<file path="src/rtl/spi_bus_arbiter_pkg.sv">
// Shared definitions for the SPI bus arbiter: state encoding, requester
// indices, fixed chip-select levels and round-robin index helpers.
package spi_bus_arbiter_pkg;

  typedef enum logic [1:0] {
    ST_IDLE  = 2'd0,
    ST_GRANT = 2'd1,
    ST_GUARD = 2'd2
  } arb_state_t;

  localparam int REQ_PROM = 0;
  localparam int REQ_DAC  = 1;
  localparam int REQ_AMP  = 2;

  // Devices on the shared bus that must stay parked.
  localparam logic CS_A2D_LVL            = 1'b0;
  localparam logic CS_PARALLEL_FLASH_LVL = 1'b1;
  localparam logic CS_PLATFORM_FLASH_LVL = 1'b1;

  function automatic logic [1:0] rr_index(input logic [1:0] last, input int unsigned offset);
    return 2'((32'(last) + offset) % 3);
  endfunction

  function automatic logic [1:0] onehot_to_idx(input logic [2:0] oh);
    logic [1:0] idx;
    idx = 2'd0;
    if (oh[1]) idx = 2'd1;
    if (oh[2]) idx = 2'd2;
    return idx;
  endfunction

endpackage

</file>
<file path="src/rtl/spi_bus_arbiter_rr_pick.sv">
// Combinational round-robin selector: first set request after 'last',
// wrapping modulo 3; returns a one-hot select and a valid flag.
module rr_pick
  import spi_bus_arbiter_pkg::*;
(
  input  logic [2:0] i_req,
  input  logic [1:0] i_last,
  output logic [2:0] o_sel,
  output logic       o_valid
);

  always_comb begin
    o_sel   = '0;
    o_valid = 1'b0;
    for (int unsigned k = 1; k <= 3; k++) begin
      if (!o_valid && i_req[rr_index(i_last, k)]) begin
        o_sel[rr_index(i_last, k)] = 1'b1;
        o_valid                    = 1'b1;
      end
    end
  end

endmodule

</file>
<file path="src/rtl/spi_bus_arbiter.sv">
// Round-robin owner of the shared SPI pins for PROM, DAC and pre-amp engines.
// Optional forced release of long grants: define SPI_ARB_TIMEOUT_EN.
module spi_bus_arbiter
  import spi_bus_arbiter_pkg::*;
#(
  parameter int NUM_REQ        = 3,
  parameter int GUARD_CYCLES   = 4,
  parameter int TIMEOUT_CYCLES = 65536
) (
  input  logic               CCLK,
  input  logic               reset,
  input  logic [NUM_REQ-1:0] req,
  input  logic [NUM_REQ-1:0] req_sclk,
  input  logic [NUM_REQ-1:0] req_mosi,
  input  logic               SPIMISO,
  output logic [NUM_REQ-1:0] grant,
  output logic [NUM_REQ-1:0] miso_out,
  output logic               busy,
  output logic               SPICLK,
  output logic               SPIMOSI,
  output logic               cs_prom_n,
  output logic               cs_dac_n,
  output logic               cs_pre_amp_n,
  output logic               cs_a2d,
  output logic               cs_parallel_flash_n,
`ifdef SPI_ARB_TIMEOUT_EN
  output logic               cs_platform_flash,
  output logic               timeout
`else
  output logic               cs_platform_flash
`endif
);

  localparam int GW = (GUARD_CYCLES > 1) ? $clog2(GUARD_CYCLES) : 1;
  localparam logic [GW-1:0] GUARD_LOAD = (GUARD_CYCLES > 0) ? GW'(GUARD_CYCLES - 1) : '0;

  arb_state_t        r_state, w_state_next;
  logic [2:0]        r_grant, w_grant_next;
  logic [1:0]        r_last, w_last_next;
  logic [GW-1:0]     r_guard_cnt, w_guard_cnt_next;

  logic [2:0]        w_pick_req;
  logic [2:0]        w_sel;
  logic              w_valid;
  logic              w_owner_req;
  logic              w_tmo_hit;

  assign w_owner_req = |(r_grant & req);

`ifdef SPI_ARB_TIMEOUT_EN
  logic [16:0] r_tcnt;
  logic        r_timeout;
  logic [2:0]  r_blocked;

  assign w_tmo_hit  = (r_state == ST_GRANT) && (r_tcnt == 17'(TIMEOUT_CYCLES - 1));
  // A timed-out requester stays masked until it lets go of req.
  assign w_pick_req = req & ~r_blocked;
  assign timeout    = r_timeout;

  always_ff @(posedge CCLK) begin
    if (reset) begin
      r_tcnt    <= '0;
      r_timeout <= 1'b0;
      r_blocked <= '0;
    end else begin
      r_tcnt    <= (r_state == ST_GRANT && !w_tmo_hit) ? r_tcnt + 17'd1 : '0;
      r_timeout <= w_tmo_hit;
      r_blocked <= (r_blocked & req) | (w_tmo_hit ? r_grant : 3'b000);
    end
  end
`else
  logic w_unused_cfg;
  assign w_unused_cfg = ^(32'(TIMEOUT_CYCLES));
  assign w_tmo_hit    = 1'b0;
  assign w_pick_req   = req;
`endif

  rr_pick u_rr_pick (
    .i_req   (w_pick_req),
    .i_last  (r_last),
    .o_sel   (w_sel),
    .o_valid (w_valid)
  );

  always_comb begin
    w_state_next     = r_state;
    w_grant_next     = r_grant;
    w_last_next      = r_last;
    w_guard_cnt_next = r_guard_cnt;
    case (r_state)
      ST_IDLE: begin
        if (w_valid) begin
          w_state_next = ST_GRANT;
          w_grant_next = w_sel;
          w_last_next  = onehot_to_idx(w_sel);
        end
      end
      ST_GRANT: begin
        if (!w_owner_req || w_tmo_hit) begin
          w_grant_next     = '0;
          w_guard_cnt_next = GUARD_LOAD;
          w_state_next     = (GUARD_CYCLES == 0) ? ST_IDLE : ST_GUARD;
        end
      end
      ST_GUARD: begin
        // Pending requests are resolved on the edge that ends the gap.
        if (r_guard_cnt == '0) begin
          if (w_valid) begin
            w_state_next = ST_GRANT;
            w_grant_next = w_sel;
            w_last_next  = onehot_to_idx(w_sel);
          end else begin
            w_state_next = ST_IDLE;
          end
        end else begin
          w_guard_cnt_next = r_guard_cnt - 1'b1;
        end
      end
      default: begin
        w_state_next = ST_IDLE;
        w_grant_next = '0;
      end
    endcase
  end

  always_ff @(posedge CCLK) begin
    if (reset) begin
      r_state     <= ST_IDLE;
      r_grant     <= '0;
      r_last      <= 2'(NUM_REQ - 1);
      r_guard_cnt <= '0;
    end else begin
      r_state     <= w_state_next;
      r_grant     <= w_grant_next;
      r_last      <= w_last_next;
      r_guard_cnt <= w_guard_cnt_next;
    end
  end

  assign grant               = r_grant;
  assign busy                = (r_state != ST_IDLE);
  assign SPICLK              = |(r_grant & req_sclk);
  assign SPIMOSI             = |(r_grant & req_mosi);
  assign miso_out            = r_grant & {NUM_REQ{SPIMISO}};
  assign cs_prom_n           = ~r_grant[REQ_PROM];
  assign cs_dac_n            = ~r_grant[REQ_DAC];
  assign cs_pre_amp_n        = ~r_grant[REQ_AMP];
  assign cs_a2d              = CS_A2D_LVL;
  assign cs_parallel_flash_n = CS_PARALLEL_FLASH_LVL;
  assign cs_platform_flash   = CS_PLATFORM_FLASH_LVL;

endmodule
</file>
<file path="config.mk">
export PLATFORM = sky130hd
export DESIGN_NAME = spi_bus_arbiter
export DESIGN_NICKNAME = d
export VERILOG_FILES = /design/src/rtl/spi_bus_arbiter_pkg.sv /design/src/rtl/spi_bus_arbiter_rr_pick.sv /design/src/rtl/spi_bus_arbiter.sv
export SDC_FILE = /design/constraint.sdc
export NUM_CORES = 1
export LEC_CHECK = 0
export ABC_AREA = 1
export BUFFER_PORTS_ARGS = -buffer_cell sky130_fd_sc_hd__buf_2
export CORE_MARGIN = 2
export CORE_UTILIZATION = 47
export CTS_CLUSTER_DIAMETER = 200
export DETAILED_ROUTE_END_ITERATION = 10
export PLACE_DENSITY = 0.82
export SYNTH_ARGS = -nofsm -noshare
export SYNTH_HDL_FRONTEND = slang
export SYNTH_SLANG_ARGS = --single-unit
export TNS_END_PERCENT = 100
</file>
<file path="constraint.sdc">
create_clock -name CCLK -period 2.4 [get_ports CCLK]
set_input_delay 0.12 -clock CCLK [delete_from_list [all_inputs] [get_ports CCLK]]
set_output_delay 0.12 -clock CCLK [all_outputs]
set_load 0.02 [all_outputs]
</file>
==> key figures <==
Worst setup path
  • Kind of critical path: reg -> reg
  • Critical path launch point type: register
  • Peak fanout along the critical path: 6
  • Cell family with most CP delay: simple AND/OR/NAND/NOR gates
  • Largest stage delay on the critical path: 410 ps
  • CP arrival: 1990 ps
  • Bufs and invs on worst path: 3
  • Required arrival time at the worst endpoint: 2550 ps
  • Ordered list of cells on the worst path: inv_1 > ha_1 > nand3_1 > inv_1 > a21oi_2 > nand3_1 > nand2_2 > inv_2 > nand2_2 > o211ai_2
  • Critical path endpoint category: register
  • Worst-path cell with the longest stage delay: sky130_fd_sc_hd__ha_1

STA
  • Final count of pins violating max slew: 0
  • Final period demand of the worst path: 1840 ps
  • Setup-violating endpoint count in the final report: 0
  • Maximum operating frequency: 543 MHz
  • Number of hold violations in the final report: 0
  • Setup TNS: 0 ps
  • Skew final: 2.02 ps
  • Setup repair after global routing missed its margin: no
  • Hold_ws: 108 ps
  • Share of the clock period used by the worst path: 76.7%

Floorplanning
  • Die area: 2040 µm²
  • Die outline width: 45.2 µm
  • Placeable core region: 1540 µm²
  • Placement row count: 14
  • Starting Density: 51.7%
  • # IOs: 27
  • Die Y: 45.2 µm

Clock tree
  • CTS-repair resized insts: 0
  • Clk_lat worst skew: 260 ps
  • TritonCTS clock tree: yes
  • Max clock buf depth: 2
  • Number of sinks driven by the clock tree: 9
  • Clock root cell: sky130_fd_sc_hd__clkbuf_4
  • Cts bufs inserted: 3
  • Setup fix buffers added after clock tree synthesis: 0
  • Quantity of hold-fixing buffers added after cts: 0
  • Clock-pin slew on the worst setup and hold paths: 60 ps
  • H-tree depth: 1

Logic synthesis
  • Sequential-to-total area share from yosys stat: 22.6%
  • Cell count after synthesis: 131
  • Syn. warnings: 0
  • Cell variety after synth: 21
  • Yosys reg bits: 9
  • Post-Syn Area: 797 µm²
  • Avg Inst Size Synth: 6.08 µm²

Placement
  • Final HPWL DP: 1550 µm
  • Quantity of I/O buffers inserted on ports: 23
  • Routability congestion estimate: 0.887

Routing
  • Count of TritonRoute iterations in the first routing pass: 4
  • Wire length per cell: 11.1 µm
  • Post-Route WL: 1910 µm
  • Initial detailed-routing violation count: 18
  • Average via count per standard cell: 4.97
  • Number of vias in the routed layout: 854
  • Number of nets still failing antenna checks after routing: 0
  • DRC violations left: 0

Pwr
  • Combinational fraction of design power: 70.1%
  • Leakage power: 0.000555 µW
  • Net switching component of the power: 753 µW
  • Clock Power Share: 8.5%
  • Share of total power consumed by net switching: 56.0%
  • Portion of total power attributed to sequential cells: 21.5%
  • Power Density: 1430 nW/µm²
  • Cell internal power dissipation: 592 µW
  • Peak VDD IR: 715 µV

Worst hold path
  • Worst hold-check path type: in -> reg

Global routing
  • Maximum number of pins on one net before global-route repair: 9
  • Residual overflow from global routing: 0
  • Via count of the first global-routing pass: 791
  • Number of antenna violations at the first check in global routing: 0
  • First-pass GRT wire length: 3110 µm
  • Total track usage: 20.5%

Cells and area
  • Most frequent cells in the layout: sky130_fd_sc_hd__nand2_1 (35), sky130_fd_sc_hd__inv_1 (26), sky130_fd_sc_hd__buf_2 (23), sky130_fd_sc_hd__nand3_1 (14), sky130_fd_sc_hd__dfxtp_1 (9)
  • Layout cell share with drive strength beyond 1: 26.9%
  • Final Net Count: 174
  • Most common cell after layout, fill and taps aside: sky130_fd_sc_hd__nand2_1
  • Count of antenna diodes in the layout: 0
  • Area growth from synthesis to final layout: 17.9%

Run
  • Number of maximum-capacitance constraint violations: 0

Outcome
  • Result of the run: completed
## metrics by stage
| step | instances | total power, µW | cell area [µm²] | setup WS, ps | utilization (%) |
|---|---|---|---|---|---|
| 3_5_place_dp | 168 | 1220 | 913 | 591 | 59.3 |
| 4_1_cts | 172 | 1350 | 940 | 580 | 61.0 |
| 6_report | 172 | 1350 | 940 | 560 | 61.0 |
| 3_3_place_gp | 168 | 1190 | 913 | 662 | 59.3 |
| 5_1_grt | 172 | 1470 | 940 | 384 | 61.0 |
| 2_1_floorplan | 132 | 991 | 801 | 749 | - |
## cells in the mapped netlist, drive strengths merged
master	count	area share (%)
a21o	1	0.94
a21oi	9	7.1
buf	3	2.8
conb	2	0.94
dfxtp	9	23
ha	5	7.8
inv	30	14
nand2	41	22
nand3	15	10
nand4	5	3.9
nor2	5	2.4
o211ai	2	2.5
o21ai	4	3.0
## per-layer routing
| metal | GRT usage, % | wire length, µm | vias up |
|---|---|---|---|
| li1 | - | - | 452 |
| met1 | 25.1 | 831 | 376 |
| met2 | 34.9 | 984 | 21 |
| met3 | 2.00 | 67 | 5 |
| met4 | 11.2 | 31 | 0 |
| met5 | 0 | 0 | - |
## final timing paths
path         depth (start not counted)                        start  slack, ps                          end
max                                 10       r_last[0]$_SDFFE_PP0P_        560       r_last[1]$_SDFFE_PP1P_
min                                  2                        reset        110        grant[2]$_SDFFE_PP0P_
max reg2reg                         10       r_last[0]$_SDFFE_PP0P_        560       r_last[1]$_SDFFE_PP1P_
min reg2reg                          2  r_guard_cnt[0]$_SDFFE_PP0P_        510  r_guard_cnt[0]$_SDFFE_PP0P_
## flip-flops by register name, indices dropped and copies added, names as in the netlist
signal / flops
grant: 3
r_state: 2
r_last: 2
r_guard_cnt: 2
## cells by family (layout without fill, tap and decap cells)
family | Yosys count | in the layout | share of synthesized area [%]
compound gates | 16 | 16 | 13.5
fa+ha+maj | 5 | 5 | 7.85
flops | 9 | 9 | 22.6
buf+inv | 33 | 57 | 17.0
other cells | 2 | 3 | 0.942
simple gates | 66 | 66 | 38.1
## layout make-up
cell class	instances	area, µm²
clock buffers	4	26.3
fillers	157	602
inverters	30	113
multi-input cells	90	485
flip-flops and latches	9	180
well taps	16	20.0
repair buffers	23	115
## power groups by stage
stage,logic (µW),registers [µW],clock network [µW]
6_report,943,289,114
5_1_grt,1050,298,123
4_1_cts,939,288,119
3_5_place_dp,933,291,0
3_3_place_gp,902,286,0
2_1_floorplan,688,303,0
Power figures use the tool's default switching activity.
